`src/rtl/obstacle_scroller.sv`:
```
// Scroll controller for the five pipe/coin slots: moves pipe X edges left each
// frame tick, recycles the leftmost slot to the right and rotates the ROM indices.

module obstacle_slot #(
    parameter int X_INIT  = 400,
    parameter int SPACING = 0,
    parameter int STEP    = 2
) (
    input  logic       clk,
    input  logic       rst_n,
    input  logic       restart,
    input  logic       advance,
    input  logic       recycle,
    input  logic [9:0] src,
    output logic [9:0] x
);
    localparam logic [9:0] INIT_W = 10'(X_INIT);
    localparam logic [9:0] SPC_W  = 10'(SPACING);
    localparam logic [9:0] STEP_W = 10'(STEP);

    // On recycle the slot takes its right neighbour's edge; the last slot
    // instead jumps one spacing past its own position.
    always_ff @(posedge clk or negedge rst_n) begin
        if (!rst_n)       x <= INIT_W;
        else if (restart) x <= INIT_W;
        else if (advance) x <= (recycle ? src + SPC_W : x) - STEP_W;
    end
endmodule

module obstacle_scroller #(
    parameter int X_START      = 400,
    parameter int PIPE_SPACING = 150,
    parameter int STEP         = 2,
    parameter int PIPE_WIDTH   = 40
) (
    input  logic       clk,
    input  logic       rst_n,
    input  logic       tick,
    input  logic       run,
    input  logic       restart,
    input  logic [4:0] coin_hit,
    output logic [2:0] I,
    output logic [2:0] IC,
    output logic [9:0] XEdge0,
    output logic [9:0] XEdge1,
    output logic [9:0] XEdge2,
    output logic [9:0] XEdge3,
    output logic [9:0] XEdge4,
    output logic [4:0] coin_vis,
    output logic       pipe_passed,
    output logic [7:0] pass_count
);
    localparam int         NUM_SLOTS = 5;
    localparam logic [9:0] STEP_W    = 10'(STEP);

    if (STEP < 1 || PIPE_WIDTH < 1 || X_START + 4 * PIPE_SPACING > 1023) begin : g_bad_params
        $error("obstacle_scroller: illegal parameter set");
    end

    typedef enum logic [1:0] {IDLE, SCROLL, HALT} state_t;

    state_t                         state, state_nxt;
    logic [NUM_SLOTS-1:0][9:0]      xedge;
    logic                           advance, recycle, in_scroll;
    logic [4:0]                     coin_clr;

    function automatic logic [2:0] rot_next(input logic [2:0] v);
        return (v >= 3'd4) ? 3'd0 : v + 3'd1;
    endfunction

    assign in_scroll = (state == SCROLL);
    assign advance   = in_scroll && tick;
    assign recycle   = advance && (xedge[0] <= STEP_W);
    // Hits clear pre-shift slots, so the shift below moves them with their pipe.
    assign coin_clr  = in_scroll ? (coin_vis & ~coin_hit) : coin_vis;

    always_ff @(posedge clk or negedge rst_n) begin
        if (!rst_n) state <= IDLE;
        else        state <= state_nxt;
    end

    always_comb begin
        state_nxt = state;
        case (state)
            IDLE:    if (run)  state_nxt = SCROLL;
            SCROLL:  if (!run) state_nxt = HALT;
            HALT:    state_nxt = HALT;
            default: state_nxt = IDLE;
        endcase
        if (restart) state_nxt = IDLE;
    end

    for (genvar k = 0; k < NUM_SLOTS; k++) begin : g_slot
        logic [9:0] src;
        if (k == NUM_SLOTS - 1) begin : g_last
            assign src = xedge[k];
        end else begin : g_mid
            assign src = xedge[k+1];
        end
        obstacle_slot #(
            .X_INIT  (X_START + k * PIPE_SPACING),
            .SPACING ((k == NUM_SLOTS - 1) ? PIPE_SPACING : 0),
            .STEP    (STEP)
        ) u_slot (
            .clk     (clk),
            .rst_n   (rst_n),
            .restart (restart),
            .advance (advance),
            .recycle (recycle),
            .src     (src),
            .x       (xedge[k])
        );
    end

    always_ff @(posedge clk or negedge rst_n) begin
        if (!rst_n) begin
            I           <= 3'd0;
            IC          <= 3'd0;
            coin_vis    <= 5'b11111;
            pipe_passed <= 1'b0;
            pass_count  <= 8'd0;
        end else if (restart) begin
            I           <= 3'd0;
            IC          <= 3'd0;
            coin_vis    <= 5'b11111;
            pipe_passed <= 1'b0;
            pass_count  <= 8'd0;
        end else begin
            pipe_passed <= recycle;
            coin_vis    <= recycle ? {1'b1, coin_clr[4:1]} : coin_clr;
            if (recycle) begin
                I  <= rot_next(I);
                IC <= rot_next(IC);
                if (pass_count != 8'hFF) pass_count <= pass_count + 8'd1;
            end
        end
    end

    assign XEdge0 = xedge[0];
    assign XEdge1 = xedge[1];
    assign XEdge2 = xedge[2];
    assign XEdge3 = xedge[3];
    assign XEdge4 = xedge[4];
endmodule

```
`config.mk`:
```
export PLATFORM = sky130hd
export DESIGN_NAME = obstacle_scroller
export DESIGN_NICKNAME = d
export VERILOG_FILES = /design/src/rtl/obstacle_scroller.sv
export SDC_FILE = /design/constraint.sdc
export NUM_CORES = 1
export LEC_CHECK = 0
export CAP_MARGIN = 20
export CORE_ASPECT_RATIO = 0.75
export CORE_MARGIN = 1.5
export CORE_UTILIZATION = 40
export CTS_BUF_LIST = sky130_fd_sc_hd__clkbuf_2
export DETAILED_ROUTE_END_ITERATION = 12
export SLEW_MARGIN = 20
export SYNTH_ARGS = -nofsm -noshare
export SYNTH_HDL_FRONTEND = slang
export SYNTH_SLANG_ARGS = --single-unit
```
`constraint.sdc`:
```
create_clock -name clk -period 4.3 [get_ports clk]
set_clock_uncertainty 0.2 [all_clocks]
set_input_delay 0.86 -clock clk [delete_from_list [all_inputs] [get_ports clk]]
set_output_delay 0.86 -clock clk [all_outputs]
set_load 0.02 [all_outputs]
```
==> flow_metrics.py, run 1 <==
metrics = {
    "status": {
        "status": "complete, no violations",
    },
    "cts": {
        "cts.clk_slew.worst_paths_ps": 200,
        "cts_setup_buffers": 0,
        "cts-buffers-inserted": 9,
        "tritoncts": "yes",
        "clkSinkCount": 71,
        "clk_latency_ps": 550,
        "htreeDepth": 3,
        "post_cts_resized": 0,
        "ctsRootBufferMaster": "clkbuf_2",
        "clock_path_buffers": 2,
    },
    "yosys": {
        "syn_nets": 591,
        "synth_largest_area_cell": "dfrtp_1",
        "syn_avg_cell_area_um2": 8.43,
        "ys_seq_area_share_pct": 37.8,
        "async_flop_share_pct": 100,
        "netlist_top_cells_area": "dfrtp_1 (22%), dfstp_2 (16%), mux2i_1 (5.8%)",
        "synth_edf_count": 0,
        "yosysWarnings": 0,
        "syn-cell-area_um2": 4800,
        "synth_cell_types": 68,
        "synth_top_area_share_pct": 21.9,
        "ys.flop_type": "dfrtp_1",
        "ys_seq_elements": 71,
        "syn_inst": 569,
    },
    "timing": {
        "finalCritPeriodShare_pct": 78.2,
        "tns_ps": 0,
        "finalSetupViolCount": 0,
        "rsz0062_at_grt": "false",
        "whs_ps": 322,
        "fmax_mhz": 297,
        "drv_slew": 0,
        "hold_viol": 0,
        "tightest_slew_ps": 892,
        "fin_crit_ps": 3360,
        "relSlewSlack_pct": 40.5,
    },
    "pwr": {
        "p_leak_nw": 2.31,
        "power_density_nw_per_um2": 354,
        "peakVddDrop_uv": 212,
    },
    "worst_hold_path": {
        "holdPathStages": 2,
        "hold_start": "coin_vis[4]",
        "hold_path_class": "flip-flop to flip-flop",
    },
    "route": {
        "first_iter_violations": 409,
        "drc_errors": 0,
        "wl_per_cell_um": 17.3,
        "ant_nets": 0,
        "dr_total_vias": 4596,
        "vias_per_cell": 5.77,
        "dr.pass1.iters": 6,
        "drt-total-wl_um": 13800,
    },
    "final_layout": {
        "final_cell_mix": "clkdlybuf4s50_1 (76), nand2_1 (74), nor2_1 (59), o21ai_0 (47), a21oi_1 (45)",
        "multi_input_area_um2": 2740,
        "area.growth.synth_to_final_pct": 20.2,
        "fin_nets": 651,
        "drive_above_1_share_pct": 11.8,
        "stdcell_count": 796,
        "fill_cells": 1151,
        "seq_area_um2": 1810,
        "insertedDiodeCount": 0,
        "post-route-util_pct": 49.5,
        "layout_commonest_cell": "clkdlybuf4s50_1",
    },
    "grt": {
        "grt_pass1_wl_um": 22300,
        "antenna_found_initial": 0,
        "grt_overflow": 0,
        "grt_pass1_vias": 4192,
        "grt_max_degree": 47,
        "grt_util_all_layers_pct": 22.4,
    },
    "critical_path": {
        "ff2ff_path_depth": 9,
        "crit_fanout": 14,
        "crit_start": "state[1]",
        "crit_path_max_incr_delay_ps": 520,
        "critPathCaptureType": "flip-flop",
        "path_cells": "inv_1 > ha_1 > and2_1 > and4_4 > mux2i_1 > a21oi_2 > o211a_1 > o311a_1 > a2111oi_1",
        "rr_startpoint": "state[1]",
        "r2r_slack_ps": 940,
        "cp_slowest_cell": "mux2i_1",
        "critical_path_class": "flip-flop to flip-flop",
        "start_kind": "flip-flop",
        "cp.arrival_ps": 3600,
        "cp.required_ps": 4540,
    },
    "placement": {
        "gp_congestion": 0.859,
        "place_inst": 779,
        "port_buffers": 78,
        "dp_hpwl_um": 9200,
    },
    "die": {
        "die_y_um": 97.9,
        "die_w_um": 129,
        "coreArea_um2": 11700,
        "start_util_pct": 41.2,
        "dieArea_um2": 12700,
        "io_pins": 80,
        "fp-row-count": 34,
    },
    "flow_run": {
        "cap_violations": 0,
    },
}
through the flow:
step	setup slack, ps	cell area [um2]	power [mW]
detailed placement	589	5680	1.72
global placement	599	5680	1.72
floorplan	610	4800	1.44
finish	939	5770	2.04
CTS	988	5770	2.05
global route	724	5770	2.18
cells by family after synthesis:
kind of cell    after synthesis  synth area share [%]
fa+ha+maj                    12                  3.13
other cells                   1                0.0782
mux                          37                  8.55
simple gates                224                  23.0
buf+inv                      58                  5.11
xor+xnor                     15                  2.89
flops                        71                  37.8
compound gates              151                  19.5
synth_stat cells (3+ instances only):
cell,n
nor2b_1,3
nor3_1,26
o211ai_1,8
xnor2_1,7
a22oi_1,6
dfstp_2,29
o21ai_0,47
and3_1,8
o311a_1,3
mux2i_1,28
nand3b_1,4
xor2_1,7
dfrtp_1,42
buf_1,7
mux2_2,5
clkbuf_1,23
nand2_1,74
nor4_1,5
nand4_1,8
a21oi_1,45
buf_2,10
or3_1,6
ha_1,12
a22o_1,3
inv_1,15
nand3_1,14
o31ai_1,3
a211oi_1,11
nor2_1,59
final cells by class:
type | instances | share of cell area [%]
Timing Repair Buffer | 92 | 15.2
Tap cell | 162 | 3.52
Sequential cell | 71 | 31.4
Multi-Input combinational cell | 440 | 47.5
Clock buffer | 12 | 1.04
Inverter | 15 | 0.977
Clock inverter | 4 | 0.260
critical path, delay by kind of cell, from the launching register on:
family                     cells  cell delay [ps]
DFF                            1              400
and+or+nand+nor                2              600
muxes                          1              520
AOI/OAI and AO/OA              4             1030
buffers and inverters          1              110
adders and majority gates      1              410
timing repair:
action | 4_1_cts | 5_1_grt
endpoints found under the hold margin | 9 | 0
hold buffers | 1 | 0
endpoints found under the setup margin | 0 | 0
state kept, by name, indices dropped and copies added, names as in the netlist:
signal / cells
pipe_passed: 1
g_slot.u_slot.x: 49
state: 2
IC: 3
coin_vis: 5
pass_count: 8
I: 3
per-layer routing:
metal	vias to the layer above	GRT usage, %	wire length (um)	share of wire [%]
met2	181	32.0	5690	41
met3	13	4.66	984	7.1
met4	0	5.04	123	0.89
met5	-	0	0	0
li1	2162	-	-	-
met1	2240	34.6	6980	51
where the power goes:
group	internal (mW)	switching, mW	total (mW)
sequential	0.773	0.131	0.903
clock	0.0762	0.241	0.318
combinational	0.330	0.490	0.820
total	1.18	0.862	2.04
final timing paths:
path,end
setup / recovery,g_slot[4].u_slot.x[9]
hold / removal,coin_vis[4]
setup reg to reg,g_slot[4].u_slot.x[9]
hold reg to reg,coin_vis[4]
max in group asynchronous,g_slot[0].u_slot.x[4]
min in group asynchronous,g_slot[2].u_slot.x[0]
(Power assumes the default switching activity.)
==> inputs of run 2 (changes only) <==
==> constraint.sdc (replaced) <==
create_clock -name clk -period 3.5 [get_ports clk]
set_clock_uncertainty 0.2 [all_clocks]
set_input_delay 0.7 -clock clk [delete_from_list [all_inputs] [get_ports clk]]
set_output_delay 0.7 -clock clk [all_outputs]
set_load 0.02 [all_outputs]
==> run 2 against run 1 <==
- routed wire length is 1.3% higher
- first-iteration DRC count is 11% higher
- worst setup slack worse by 370 ps
- utilization is 1.2 points higher
- critical path depth stayed put
- via count is 0.61% lower
- clock power is 50% higher
==> flow_metrics.py, run 2 (same netlist as run 1, synthesis figures left out) <==
metrics = {
    "placement": {
        "dp_hpwl_um": 9400,
        "pre_cts_slack_ps": 99.8,
        "port_buffers": 78,
        "gp_congestion": 0.892,
    },
    "cts": {
        "cts.clk_slew.worst_paths_ps": 210,
        "clock_path_buffers": 2,
        "clkSinkCount": 71,
        "cts-buffers-inserted": 9,
        "clk_latency_ps": 530,
        "ctsRootBufferMaster": "clkbuf_2",
        "htreeDepth": 3,
        "tritoncts": "yes",
        "cts_setup_buffers": 0,
    },
    "critical_path": {
        "cp.arrival_ps": 3170,
        "crit_path_max_incr_delay_ps": 590,
        "start_kind": "flip-flop",
        "cp-endpoint": "g_slot[4].u_slot.x[9]",
        "crit_fanout": 11,
        "path_cells": "inv_1 > ha_1 > xor2_1 > and3_1 > o211ai_1 > a21oi_2 > o211a_1 > o311a_1 > a2111oi_1",
        "ff2ff_path_depth": 9,
        "cp_slowest_cell": "dfrtp_1",
        "crit_start": "g_slot[4].u_slot.x[1]",
        "critical_path_class": "flip-flop to flip-flop",
        "rr_startpoint": "g_slot[4].u_slot.x[1]",
        "timing.rr.end": "g_slot[4].u_slot.x[9]",
        "critPathCaptureType": "flip-flop",
        "cp.required_ps": 3740,
        "r2r_slack_ps": 570,
    },
    "die": {
        "start_util_pct": 41.2,
        "die_y_um": 97.9,
        "fp-row-count": 34,
        "die_w_um": 129,
        "io_pins": 80,
        "coreArea_um2": 11700,
        "dieArea_um2": 12700,
    },
    "route": {
        "dr.pass1.iters": 4,
        "wl_per_cell_um": 17.3,
        "dr_total_vias": 4568,
        "drt-total-wl_um": 14000,
        "first_iter_violations": 455,
        "drc_errors": 0,
        "ant_nets": 0,
        "vias_per_cell": 5.66,
    },
    "grt": {
        "grt_pass1_wl_um": 22600,
        "grt_overflow": 0,
        "antenna_found_initial": 0,
        "grt_pass1_vias": 4226,
        "grt_max_degree": 72,
        "grt_util_all_layers_pct": 22.7,
    },
    "timing": {
        "tns_ps": 0,
        "rsz0062_at_grt": "false",
        "drv_slew": 0,
        "relSlewSlack_pct": 53.3,
        "fin_crit_ps": 2930,
        "tightest_slew_ps": 700,
        "hold_viol": 0,
        "fmax_mhz": 341,
        "finalCritPeriodShare_pct": 83.7,
        "finalSetupViolCount": 0,
        "setup_ws_ps": 570,
    },
    "flow_run": {
        "cap_violations": 0,
    },
    "final_layout": {
        "fin_nets": 662,
        "largest_register_ffs": 49,
        "final_cell_mix": "clkdlybuf4s50_1 (76), nand2_1 (74), nor2_1 (59), o21ai_0 (47), a21oi_1 (45)",
        "insertedDiodeCount": 0,
        "drive_above_1_share_pct": 13.6,
        "area.growth.synth_to_final_pct": 23.1,
        "layout_commonest_cell": "clkdlybuf4s50_1",
        "regMostFlops": "g_slot.u_slot.x",
        "largestRegisters": "g_slot.u_slot.x: 49 flops, pass_count: 8 flops, coin_vis: 5 flops",
    },
    "pwr": {
        "power_density_nw_per_um2": 447,
        "p_leak_nw": 2.38,
        "peakVddDrop_uv": 225,
    },
    "worst_hold_path": {
        "hold_path_class": "flip-flop to flip-flop",
    },
    "status": {
        "status": "complete, no violations",
    },
}
## run 2: changes by cell type in the layout (fill, tap and decap cells not counted), moves of 2 or more
cell / before / now
clkinv_1: 4 / 2
buf_12: 0 / 2
clkbuf_2: 12 / 9
clkinv_2: 0 / 2
buf_4: 13 / 22
## run 2: layout make-up
type / count / area (um2)
Timing Repair Buffer: 103 / 986
Clock buffer: 9 / 45.0
Sequential cell: 71 / 1810
Clock inverter: 7 / 63.8
Inverter: 15 / 56.3
Tap cell: 162 / 203
Multi-Input combinational cell: 440 / 2740
Fill cell: 1112 / 5750
## run 2: worst min path at each step
stage | endpoint | startpoint | cells after the start
after detailed placement | coin_vis[2] | coin_vis[2] | 2
final | coin_vis[2] | coin_vis[2] | 2
after floorplan | IC[0] | rst_n | 0
after CTS | coin_vis[2] | coin_vis[2] | 2
after global routing | coin_vis[1] | coin_vis[2] | 2
after global placement | coin_vis[2] | coin_vis[2] | 2
## run 2: timing repair
action                                 CTS  global route
gates resized for setup                  0             0
hold buffers                             1             0
endpoints found under the hold margin   42             0
## run 2: routing by layer
metal / part of all wire [%] / track usage, %
met5: 0 / 0
met4: 0.71 / 4.53
met3: 6.3 / 5.04
met2: 44 / 33.6
met1: 49 / 34.0
## run 2: metrics by stage
stage	instance area (um2)	hold WS (ps)	util, %	total power, mW	std cells
after global routing	5910	351	50.7	2.83	807
after floorplan	4800	204	-	1.76	569
after global placement	5790	297	49.7	2.15	790
after CTS	5910	331	50.7	2.66	807
final	5910	323	50.7	2.64	807
after detailed placement	5790	304	49.7	2.17	790
## run 2: critical path, delay by kind of cell (launching register included)
kind | cells | cell delay, ps
AOI/OAI and AO/OA | 5 | 1170
xor gates and xnor gates | 1 | 180
adders and majority gates | 1 | 350
buffers and inverters | 1 | 150
DFF | 1 | 590
and+or+nand+nor | 1 | 190
## run 2: where the power goes
group | switching (mW) | internal [mW]
Combinational | 0.612 | 0.442
Sequential | 0.164 | 0.949
Clock | 0.317 | 0.159
==> inputs of run 3 (changes only) <==
==> constraint.sdc (replaced) <==
create_clock -name clk -period 2.94 [get_ports clk]
set_clock_uncertainty 0.2 [all_clocks]
set_input_delay 0.588 -clock clk [delete_from_list [all_inputs] [get_ports clk]]
set_output_delay 0.588 -clock clk [all_outputs]
set_load 0.02 [all_outputs]
==> run 3 against run 2 <==
- clock-buffer cell count increased by 1
- register-to-register slack got worse by 410 ps
- design area increased by 5.5%
- non-clock buffer count increased by 38
- routed wire length increased by 4.3%
- first-iteration DRC count decreased by 40%
- die area unchanged
- sequential cell count unchanged
- worst setup slack got worse by 410 ps
- clock power increased by 17%
==> flow_metrics.py, run 3 (same netlist as run 1, synthesis figures left out) <==
metrics = {
    "status": {
        "status": "complete, no violations",
    },
    "final_layout": {
        "largest_register_ffs": 49,
        "area.growth.synth_to_final_pct": 29.8,
        "post-route-util_pct": 53.4,
        "insertedDiodeCount": 0,
        "final_cell_mix": "clkdlybuf4s50_1 (76), nand2_1 (74), buf_4 (61), nor2_1 (59), o21ai_0 (47)",
        "fin_nets": 700,
        "drive_above_1_share_pct": 19.8,
        "stdcell_count": 845,
        "layout_commonest_cell": "clkdlybuf4s50_1",
        "largestRegisters": "g_slot.u_slot.x: 49 flops, pass_count: 8 flops, coin_vis: 5 flops",
        "regMostFlops": "g_slot.u_slot.x",
    },
    "pwr": {
        "peakVddDrop_uv": 394,
        "p_sw_share_pct": 40.8,
        "power_density_nw_per_um2": 517,
        "p_leak_nw": 2.58,
        "clkPwrFrac_pct": 17.3,
        "p_seq_share_pct": 40.9,
        "p_sw_mw": 1.31,
        "p_int_mw": 1.91,
        "p_comb_share_pct": 41.8,
    },
    "grt": {
        "grt_pass1_wl_um": 23600,
        "grt_max_degree": 72,
        "antenna_found_initial": 0,
        "grt_overflow": 0,
        "grt_pass1_vias": 4497,
        "grt_util_all_layers_pct": 23.6,
    },
    "critical_path": {
        "critical_path_class": "flip-flop to flip-flop",
        "crit_path_max_incr_delay_ps": 400,
        "path_delay_family": "simple AND/OR/NAND/NOR gates",
        "crit_buf_inv": 2,
        "ff2ff_path_depth": 10,
        "crit_fanout": 13,
        "cp.arrival_ps": 3060,
        "cp_slowest_cell": "dfrtp_1",
        "rr_startpoint": "state[1]",
        "critPathCaptureType": "flip-flop",
        "start_kind": "flip-flop",
        "timing.rr.end": "g_slot[3].u_slot.x[9]",
        "path_cells": "inv_1 > ha_2 > and2_4 > and4_4 > buf_4 > mux2_4 > nand4_4 > o311a_1 > nor4_1 > a31oi_1",
        "cp.required_ps": 3220,
        "r2r_slack_ps": 160,
    },
    "die": {
        "dieArea_um2": 12700,
        "start_util_pct": 41.2,
        "coreArea_um2": 11700,
        "fp-row-count": 34,
        "die_y_um": 97.9,
        "io_pins": 80,
        "die_w_um": 129,
    },
    "route": {
        "first_iter_violations": 274,
        "dr_total_vias": 4679,
        "dr.pass1.iters": 5,
        "wl_per_cell_um": 17.2,
        "vias_per_cell": 5.54,
        "drt-total-wl_um": 14600,
        "drc_errors": 0,
        "ant_nets": 0,
    },
    "cts": {
        "tritoncts": "yes",
        "clock_path_buffers": 2,
        "cts.clk_slew.worst_paths_ps": 210,
        "ctsRootBufferMaster": "clkbuf_2",
        "cts_setup_buffers": 0,
        "clk_latency_ps": 550,
        "cts-buffers-inserted": 9,
        "htreeDepth": 3,
        "clkSinkCount": 71,
    },
    "timing": {
        "fin_crit_ps": 2780,
        "relSlewSlack_pct": 37.2,
        "drv_slew": 0,
        "whs_ps": 192,
        "tightest_slew_ps": 943,
        "finalSetupViolCount": 0,
        "hold_viol": 0,
        "fmax_mhz": 360,
        "finalCritPeriodShare_pct": 94.5,
        "rsz0062_at_grt": "false",
    },
    "placement": {
        "gp_congestion": 0.926,
        "place_inst": 828,
        "dp_hpwl_um": 10200,
        "port_buffers": 78,
    },
    "worst_hold_path": {
        "hold-path-endpoint": "g_slot[4].u_slot.x[9]",
        "hold_start": "restart",
        "hold_path_class": "input port to flip-flop",
        "holdPathStages": 3,
    },
    "flow_run": {
        "cap_violations": 0,
    },
}
[run 3: changes by cell type in the layout (fill, tap and decap cells not counted), moves of 2 or more]
cell     previous run  this run
ha_1               12         9
ha_2                0         3
buf_4              22        61
mux2i_1            28        26
[run 3: layer usage]
layer  GRT usage [%]  wire [um]  vias up  share of wire, %
met5               0          0        -                 0
met4            4.53        125        0              0.86
met3            6.03        859       14               5.9
met2            35.0       6330      144                43
met1            34.8       7250     2260                50
li1                -          -     2261                 -
[run 3: what timing repair did]
action	4_1_cts	5_1_grt
endpoints found under the hold margin	29	0
resized for setup	0	9
endpoints found under the setup margin	0	9
hold buffers	1	0
[run 3: final cells by class]
| type | count | area, um2 |
|---|---|---|
| clock inverters | 6 | 52.6 |
| fillers | 1096 | 5430 |
| inverters | 15 | 56.3 |
| repair buffers | 141 | 1270 |
| well taps | 162 | 203 |
| clock buffers | 10 | 50.0 |
| flip-flops and latches | 71 | 1810 |
| multi-input cells | 440 | 2780 |
[run 3: worst max path at each step]
stage	from	to	slack, ps	depth (start not counted)
finish	state[1]	g_slot[3].u_slot.x[9]	160	10
global route	state[1]	g_slot[1].u_slot.x[9]	10	11
CTS	state[1]	g_slot[0].u_slot.x[9]	60	10
detailed placement	tick	g_slot[4].u_slot.x[8]	-290	8
global placement	tick	g_slot[3].u_slot.x[9]	-160	9
floorplan	tick	g_slot[1].u_slot.x[9]	10	12
[run 3: metrics by stage]
stage / cell area (um2) / setup TNS [ps] / power (mW) / setup slack [ps]
floorplan: 4810 / 0 / 2.10 / 10.7
detailed placement: 6080 / -3270 / 2.63 / -293
CTS: 6190 / 0 / 3.21 / 62.2
global route: 6230 / 0 / 3.43 / 13.9
global placement: 6080 / -1460 / 2.61 / -160
finish: 6230 / 0 / 3.22 / 162
[run 3: worst reg2reg max path: cells and delay by family, from the launching register on]
| family | cells | cell delay [ps] |
|---|---|---|
| AND/OR/NAND/NOR | 4 | 870 |
| adder cells (fa/ha/maj) | 1 | 230 |
| buffers and inverters | 2 | 360 |
| AO/OA/AOI/OAI | 2 | 470 |
| multiplexers | 1 | 200 |
| flip-flops | 1 | 400 |
[run 3: power by group through the flow]
stage                     clock network [mW]  registers (mW)  logic, mW
after global routing                   0.613            1.34       1.48
final                                  0.557            1.32       1.35
after global placement                     0            1.32       1.28
after floorplan                            0            1.36      0.743
after detailed placement                   0            1.32       1.31
after CTS                              0.573            1.31       1.32
